==> config.mk <==
export PLATFORM = sky130hd
export DESIGN_NAME = pc_seq_ras_flat
export DESIGN_NICKNAME = d
export VERILOG_FILES = /design/src/rtl/pc_seq_ras_if.sv /design/src/rtl/pc_seq_ras.sv /design/src/flat_wrapper.sv
export SDC_FILE = /design/constraint.sdc
export NUM_CORES = 1
export LEC_CHECK = 0
export CAP_MARGIN = 10
export CORE_ASPECT_RATIO = 0.9
export CORE_UTILIZATION = 35
export CTS_BUF_LIST = sky130_fd_sc_hd__clkbuf_4 sky130_fd_sc_hd__clkbuf_8
export DETAILED_ROUTE_END_ITERATION = 12
export MAX_ROUTING_LAYER = met4
export PLACE_DENSITY = 0.53
export SETUP_SLACK_MARGIN = 0.02
export SYNTH_ARGS = -nofsm -noshare
export SYNTH_HDL_FRONTEND = slang
export SYNTH_SLANG_ARGS = --single-unit
==> constraint.sdc <==
create_clock -name clk -period 2.75 [get_ports clk]
set_clock_uncertainty 0.15 [all_clocks]
set_input_delay 0.55 -clock clk [delete_from_list [all_inputs] [get_ports clk]]
set_output_delay 0.55 -clock clk [all_outputs]
set_load 0.03 [all_outputs]
==> src/rtl/pc_seq_ras_if.sv <==
// Control/status bundle between the CPU state controller (master) and the
// program-address sequencer (slave).
interface pc_seq_ras_if #(
    parameter int ADDR_W = 13
);
    logic              stall;
    logic              load;
    logic              call;
    logic              ret;
    logic [ADDR_W-1:0] tgt_addr;
    logic [ADDR_W-1:0] pc_addr;
    logic              ras_empty;
    logic              ras_full;
    logic              ras_ovf;
    logic              ras_unf;

    modport master (
        output stall, load, call, ret, tgt_addr,
        input  pc_addr, ras_empty, ras_full, ras_ovf, ras_unf
    );

    modport slave (
        input  stall, load, call, ret, tgt_addr,
        output pc_addr, ras_empty, ras_full, ras_ovf, ras_unf
    );
endinterface

==> src/rtl/pc_seq_ras.sv <==
// Program-address sequencer with stall, jump, call and return, backed by a
// circular return-address stack that overwrites its oldest entry when full.
module pc_seq_ras #(
    parameter int                ADDR_W     = 13,
    parameter int                STEP       = 1,
    parameter int                RAS_DEPTH  = 4,
    parameter logic [ADDR_W-1:0] RESET_ADDR = '0
) (
    input  logic         clk,
    input  logic         rst,
    pc_seq_ras_if.slave  bus
);
    localparam int PTR_W = $clog2(RAS_DEPTH);
    localparam int CNT_W = $clog2(RAS_DEPTH + 1);
    localparam logic [CNT_W-1:0] CNT_FULL = CNT_W'(RAS_DEPTH);

    logic [ADDR_W-1:0] pc_q, pc_d;
    logic [PTR_W-1:0]  ptr_q, ptr_d;
    logic [CNT_W-1:0]  cnt_q, cnt_d;
    logic              empty_q, empty_d;
    logic              full_q, full_d;
    logic              ovf_q, ovf_d;
    logic              unf_q, unf_d;

    logic [ADDR_W-1:0] ras_q [RAS_DEPTH];
    logic              ras_we;
    logic [PTR_W-1:0]  ras_wa;
    logic [ADDR_W-1:0] pc_inc;

    // Return addresses wrap modulo 2^ADDR_W exactly like sequential advance.
    assign pc_inc = pc_q + ADDR_W'(STEP);

    // NOTE: every variable gets a default at the top of the block so no path
    // can leave one unassigned and infer a latch.
    always_comb begin
        pc_d   = pc_q;
        ptr_d  = ptr_q;
        cnt_d  = cnt_q;
        ovf_d  = 1'b0;
        unf_d  = 1'b0;
        ras_we = 1'b0;
        ras_wa = ptr_q;

        if (bus.stall) begin
            pc_d = pc_q;
        end else if (bus.call && bus.ret) begin
            // Exchange: tail-call style, replace top in place, depth unchanged.
            pc_d   = bus.tgt_addr;
            ras_we = 1'b1;
            ras_wa = ptr_q;
        end else if (bus.ret) begin
            if (cnt_q != '0) begin
                pc_d  = ras_q[ptr_q];
                ptr_d = ptr_q - PTR_W'(1);
                cnt_d = cnt_q - CNT_W'(1);
            end else begin
                pc_d  = pc_inc;
                unf_d = 1'b1;
            end
        end else if (bus.call) begin
            pc_d   = bus.tgt_addr;
            ptr_d  = ptr_q + PTR_W'(1);
            ras_we = 1'b1;
            ras_wa = ptr_q + PTR_W'(1);
            if (cnt_q == CNT_FULL) begin
                ovf_d = 1'b1;
            end else begin
                cnt_d = cnt_q + CNT_W'(1);
            end
        end else if (bus.load) begin
            pc_d = bus.tgt_addr;
        end else begin
            pc_d = pc_inc;
        end

        empty_d = (cnt_d == '0);
        full_d  = (cnt_d == CNT_FULL);
    end

    // NOTE: sequential state uses non-blocking assignments so every register
    // samples the pre-edge values regardless of statement order.
    always_ff @(posedge clk or posedge rst) begin
        if (rst) begin
            pc_q    <= RESET_ADDR;
            ptr_q   <= '0;
            cnt_q   <= '0;
            empty_q <= 1'b1;
            full_q  <= 1'b0;
            ovf_q   <= 1'b0;
            unf_q   <= 1'b0;
        end else begin
            pc_q    <= pc_d;
            ptr_q   <= ptr_d;
            cnt_q   <= cnt_d;
            empty_q <= empty_d;
            full_q  <= full_d;
            ovf_q   <= ovf_d;
            unf_q   <= unf_d;
        end
    end

    // NOTE: the stack storage is deliberately not reset; count gates every
    // read, so stale contents are never observed and the array stays plain RAM.
    always_ff @(posedge clk) begin
        if (ras_we && !rst) begin
            ras_q[ras_wa] <= pc_inc;
        end
    end

    assign bus.pc_addr   = pc_q;
    assign bus.ras_empty = empty_q;
    assign bus.ras_full  = full_q;
    assign bus.ras_ovf   = ovf_q;
    assign bus.ras_unf   = unf_q;
endmodule

==> src/flat_wrapper.sv <==
// flat-port wrapper written by rule: the top's interface ports become plain ports
module pc_seq_ras_flat 
#(
    parameter int                ADDR_W     = 13,
    parameter int                STEP       = 1,
    parameter int                RAS_DEPTH  = 4,
    parameter logic [ADDR_W-1:0] RESET_ADDR = '0
)
  (clk, rst, bus_stall, bus_load, bus_call, bus_ret, bus_tgt_addr, bus_pc_addr, bus_ras_empty, bus_ras_full, bus_ras_ovf, bus_ras_unf);
  pc_seq_ras_if #(.ADDR_W(ADDR_W)) bus_i ();
  input  logic clk;
  input  logic rst;
  input wire logic [$bits(bus_i.stall)-1:0] bus_stall;
  input wire logic [$bits(bus_i.load)-1:0] bus_load;
  input wire logic [$bits(bus_i.call)-1:0] bus_call;
  input wire logic [$bits(bus_i.ret)-1:0] bus_ret;
  input wire logic [$bits(bus_i.tgt_addr)-1:0] bus_tgt_addr;
  output wire logic [$bits(bus_i.pc_addr)-1:0] bus_pc_addr;
  output wire logic [$bits(bus_i.ras_empty)-1:0] bus_ras_empty;
  output wire logic [$bits(bus_i.ras_full)-1:0] bus_ras_full;
  output wire logic [$bits(bus_i.ras_ovf)-1:0] bus_ras_ovf;
  output wire logic [$bits(bus_i.ras_unf)-1:0] bus_ras_unf;
  assign bus_i.stall = bus_stall;
  assign bus_i.load = bus_load;
  assign bus_i.call = bus_call;
  assign bus_i.ret = bus_ret;
  assign bus_i.tgt_addr = bus_tgt_addr;
  assign bus_pc_addr = bus_i.pc_addr;
  assign bus_ras_empty = bus_i.ras_empty;
  assign bus_ras_full = bus_i.ras_full;
  assign bus_ras_ovf = bus_i.ras_ovf;
  assign bus_ras_unf = bus_i.ras_unf;
  pc_seq_ras #(.ADDR_W(ADDR_W), .STEP(STEP), .RAS_DEPTH(RAS_DEPTH), .RESET_ADDR(RESET_ADDR)) u_core (.clk(clk), .rst(rst), .bus(bus_i));
endmodule
==> impl_metrics.ini, run 1 <==
[critical_path]
crit_type = register to output port
slowest_delay_ns = 0.73
arrival_ns = 1.63
path_max_fanout = 7
crit_required_ns = 2.05
reg2regPathDepth = 7
cp.buffers_inverters = 1
worstSetupEndpointType = output port
cpMaxStageDelayCell = clkdlybuf4s50_1
r2r-start = u_core.cnt_q[0]
cp_top_family = buffers and inverters
worstSetupStartpointType = register
r2r_end = u_core.bus.pc_addr[0]
ff2ff_setup_slack_ns = 0.61
cp_cell_sequence = clkdlybuf4s50_1

[global_route]
grt_max_degree = 24
antenna_found_initial = 0
grt_usage_pct = 19.0
grt_overflow = 0
grt_pass1_wl_um = 13300
grt_pass1_vias = 2333

[clock_tree]
ctsHoldBuffers = 0
post-cts-setup-buffers = 0
clk_path_buf_depth = 2
cts_buffers = 9
htree_levels = 3
ctsResizeCount = 0
cts-root-buf = clkbuf_8
cts_tree = built
clock_sinks = 74
insertion_delay_ns = 0.36
clkTransAtPathRegs_ns = 0.08

[logic_synthesis]
synth_edf_count = 52
ys_seq_area_share_pct = 61.7
synthTopCellsByArea = edfxtp_1 (46%), dfrtp_1 (15%), mux4_2 (8.5%), nand2_1 (2.3%), xnor2_1 (1.8%)
synth_area_per_cell_um2 = 14.0
async_reset_ff_share_pct = 29.7
ys_types = 45
ys.flop_type = edfxtp_1
syn-cell-area_um2 = 3430
yosys.area.top_type = edfxtp_1
synth_warnings = 0
syn_inst = 245
ys_ff_latch = 74
yosysTopAreaCellShare_pct = 45.6
synth_nets = 268

[layout]
drive_gt1_share_pct = 18.9
syn2layout_area_growth_pct = 24.5
fin_util_pct = 45.9
multi_input_comb_area_um2 = 1210
layout_commonest_cell = edfxtp_1
layout.area.seq_um2 = 2110
layout_common_cells = edfxtp_1 (52), clkdlybuf4s50_1 (35), nand2_1 (21), dfrtp_1 (21), buf_4 (15)
final_nets = 320
nFillCells = 827
antennaDiodeCount = 0

[worst_hold_path]
hold_start = u_core.cnt_q[1]
min_to = u_core.cnt_q[1]
hp-class = register to register
hold_path_depth = 2

[die]
core_area_um2 = 9290
ioPinCount = 36
die_w_um = 106
dieArea_um2 = 10200
rows = 33
die_h_um = 95.9
start_util_pct = 36.9

[sta]
min_period_over_period_pct = 84.6
timing.setup.tns_ns = 0
hold_violations = 0
rsz0062_at_grt = false
finalMaxSlewViolations = 0
setup_viol = 0
slew_headroom_pct = 47.7
fin_ws_ns = 0.425
worst_pin_slew_ns = 0.776
finalCriticalPeriod_ns = 2.33
clock.fmax_mhz = 430

[flow_run]
cap_violations = 0

[power_and_ir_drop]
pwr_density_cell_nw_per_um2 = 866
ir_drop_v = 0.000327
p_leak_nw = 1.54

[route]
wirelength_um = 8460
via_per_inst = 5.37
drt-pass1-iter-count = 4
drtIter0Drc = 145
via_count = 2276
ant_nets = 0
drc = 0
wl_per_cell_um = 20.0

[placement]
port_buffers = 35
dp_worst_setup_slack_ns = 0.156
place_hpwl_um = 5770
place.gp.congestion = 0.786

[run_status]
status = finished clean
==> final cells by class <==
type | count | share of cell area, %
repair buffers | 53 | 12.3
multi-input cells | 147 | 28.3
well taps | 122 | 3.58
clock inverters | 5 | 1.85
flip-flops and latches | 74 | 49.5
inverters | 12 | 1.06
clock buffers | 11 | 3.40
==> metal layers <==
metal	global-route usage [%]	wire, µm
met5	-	0
met4	6.02	115
met3	4.67	519
met2	29.5	4000
met1	24.5	3830
==> registers in the layout (all words and copies together) (netlist names) <==
register	count
u_core.bus.ras_empty	1
u_core.ptr_q	2
u_core.cnt_q	3
u_core.bus.ras_ovf	1
u_core.bus.pc_addr	13
u_core.bus.ras_unf	1
u_core.bus.ras_full	1
u_core.ras_q	52
==> cell families after synthesis <==
group	share of synthesized area, %
multiplexers	9.13
buffers and inverters	3.36
AND/OR/NAND/NOR	10.0
flip-flops	61.7
XOR/XNOR	4.02
AO/OA/AOI/OAI	10.3
adder cells (fa/ha/maj)	1.46
==> how the worst max path moves through the flow <==
stage	slack [ns]	startpoint	depth (start not counted)	end
2_1_floorplan	0.25	bus_ret	5	u_core.ras_q[2][0]
3_3_place_gp	0.13	bus_ret	7	u_core.ras_q[3][10]
3_5_place_dp	0.16	bus_ret	7	u_core.ras_q[3][10]
4_1_cts	0.41	u_core.bus.pc_addr[2]	1	bus_pc_addr[2]
5_1_grt	0.36	u_core.bus.pc_addr[2]	1	bus_pc_addr[2]
6_report	0.42	u_core.bus.pc_addr[2]	1	bus_pc_addr[2]
==> where the power goes <==
| group | internal, mW | switching, mW |
|---|---|---|
| Clock | 0.545 | 0.406 |
| Sequential | 1.40 | 0.163 |
| Combinational | 0.543 | 0.633 |
==> through the flow <==
step           hold WS [ns]  instances  power [mW]  area [µm²]
6_report              0.430        424        3.69        4270
5_1_grt               0.515        424        3.89        4270
4_1_cts               0.441        424        3.72        4270
3_5_place_dp          0.423        408        2.78        4040
3_3_place_gp          0.408        408        2.77        4040
2_1_floorplan         0.365        245        2.38        3430
==> Yosys cell counts (3+ instances only) <==
cell type,count
edfxtp_1,52
dfrtp_1,21
nand2_1,21
mux4_2,13
a21oi_1,12
inv_1,12
nor2_1,11
o22ai_1,8
xnor2_1,7
nand3_1,6
a221oi_1,5
a22oi_1,5
buf_2,5
nor3_1,5
o221ai_1,5
xor2_1,5
clkbuf_1,4
ha_1,4
and2_1,3
and3_1,3
o21a_1,3
o21ai_0,3
No activity file was read; power rests on OpenSTA's default activity.
==> run 2: changes to the inputs <==
Settings changed: PLACE_DENSITY 0.53 to 0.55.
Clock period 2.75 ns to 2.1 ns, I/O delays scaled along.
==> impl_metrics.ini, run 2 (synthesis results as in run 1) <==
[critical_path]
crit_type = register to output port
worstSetupEndpointType = output port
path_max_fanout = 5
cp_top_family = buffers and inverters
worstSetupStartpointType = register
cp.buffers_inverters = 1
r2r_end = u_core.bus.ras_full
r2r-start = u_core.cnt_q[0]
crit_cells = 1
startpoint = u_core.bus.pc_addr[6]
cp_cell_sequence = clkdlybuf4s50_1
cp-endpoint = bus_pc_addr[6]
ff2ff_setup_slack_ns = 0.18
crit_required_ns = 1.53
arrival_ns = 1.45
slowest_delay_ns = 0.70
cpMaxStageDelayCell = clkdlybuf4s50_1
reg2regPathDepth = 7

[die]
die_h_um = 95.9
core_area_um2 = 9290
die_w_um = 106
start_util_pct = 36.9
rows = 33
ioPinCount = 36
dieArea_um2 = 10200

[layout]
top_register = u_core.ras_q
largest_reg_flops = 52
layout_commonest_cell = edfxtp_1
multi_input_comb_area_um2 = 1220
nFillCells = 841
drive_gt1_share_pct = 25.1
layout.area.seq_um2 = 2110
final_nets = 342
antennaDiodeCount = 0
instances_no_fill = 445
layout_common_cells = edfxtp_1 (52), buf_4 (38), nand2_1 (21), clkdlybuf4s50_1 (21), dfrtp_1 (21)
syn2layout_area_growth_pct = 27.7

[clock_tree]
cts-root-buf = clkbuf_8
ctsHoldBuffers = 0
clkTransAtPathRegs_ns = 0.08
insertion_delay_ns = 0.35
cts_buffers = 9
clk_path_buf_depth = 2
htree_levels = 3
cts_tree = built
clock_sinks = 74

[sta]
rsz0062_at_grt = false
setup_viol = 0
fin_ws_ns = 0.0764
finalMaxSlewViolations = 0
slew_headroom_pct = 65.7
finalCriticalPeriod_ns = 2.02
min_period_over_period_pct = 96.4
worst_pin_slew_ns = 0.511
clock.fmax_mhz = 494
hold_violations = 0

[global_route]
grt_overflow = 0
grt_pass1_vias = 2233
grt_usage_pct = 18.2
grt_pass1_wl_um = 12800
grt_max_degree = 24
antenna_found_initial = 0

[route]
wirelength_um = 8290
wl_per_cell_um = 18.6
drtIter0Drc = 89
via_count = 2313
via_per_inst = 5.20
drt-pass1-iter-count = 4
ant_nets = 0
drc = 0

[placement]
place_hpwl_um = 6090
dpl.cell_count = 430
port_buffers = 35
dp_worst_setup_slack_ns = -0.266
place.gp.congestion = 0.810

[flow_run]
cap_violations = 0

[power_and_ir_drop]
ir_drop_v = 0.000514
pwr_density_cell_nw_per_um2 = 1070
p_leak_nw = 1.68

[run_status]
status = finished clean

[worst_hold_path]
hp-class = primary input to async pin
## run 2: layout make-up
cell class	count	share of cell area, %
clock inverters	3	0.400
flip-flops and latches	74	48.3
inverters	12	1.03
multi-input cells	147	27.8
clock buffers	12	3.49
well taps	122	3.49
repair buffers	75	15.5
## run 2: layer usage
metal	routed length [µm]	up-vias	global-route usage [%]
met5	0	-	-
li1	-	1082	-
met1	3840	1155	24.2
met2	3920	63	27.4
met4	134	0	6.37
met3	397	13	4.20
## run 2: how the worst min path moves through the flow
stage	end	slack, ns	cells after the start
detailed placement	u_core.cnt_q[1]	0.43	2
global placement	u_core.cnt_q[1]	0.39	2
global route	u_core.cnt_q[2]	0.48	4
finish	u_core.cnt_q[2]	0.44	4
CTS	u_core.bus.pc_addr[10]	0.44	4
floorplan	u_core.bus.pc_addr[0]	0.26	1
## run 2: power breakdown
part	internal, mW	switching [mW]	total (mW)	leakage [nW]
registers	1.84	0.176	2.02	0.730
logic	0.792	0.893	1.69	0.863
clock network	0.477	0.492	0.969	0.0891
## run 2: what timing repair did
action                     in CTS  in global routing
setup endpoints to repair       9                 44
setup buffers                   0                  0
resized for setup               9                  8
## run 2: per-stage QoR
stage	power, mW	area (µm²)	hold slack, ns	TNS [ns]	utilization (%)
2_1_floorplan	3.12	3440	0.258	0	-
3_3_place_gp	3.76	4200	0.391	-11.67	45.2
3_5_place_dp	3.77	4200	0.429	-13.01	45.2
4_1_cts	4.71	4360	0.444	0	46.9
5_1_grt	4.91	4370	0.482	0	47.1
6_report	4.67	4370	0.437	0	47.1
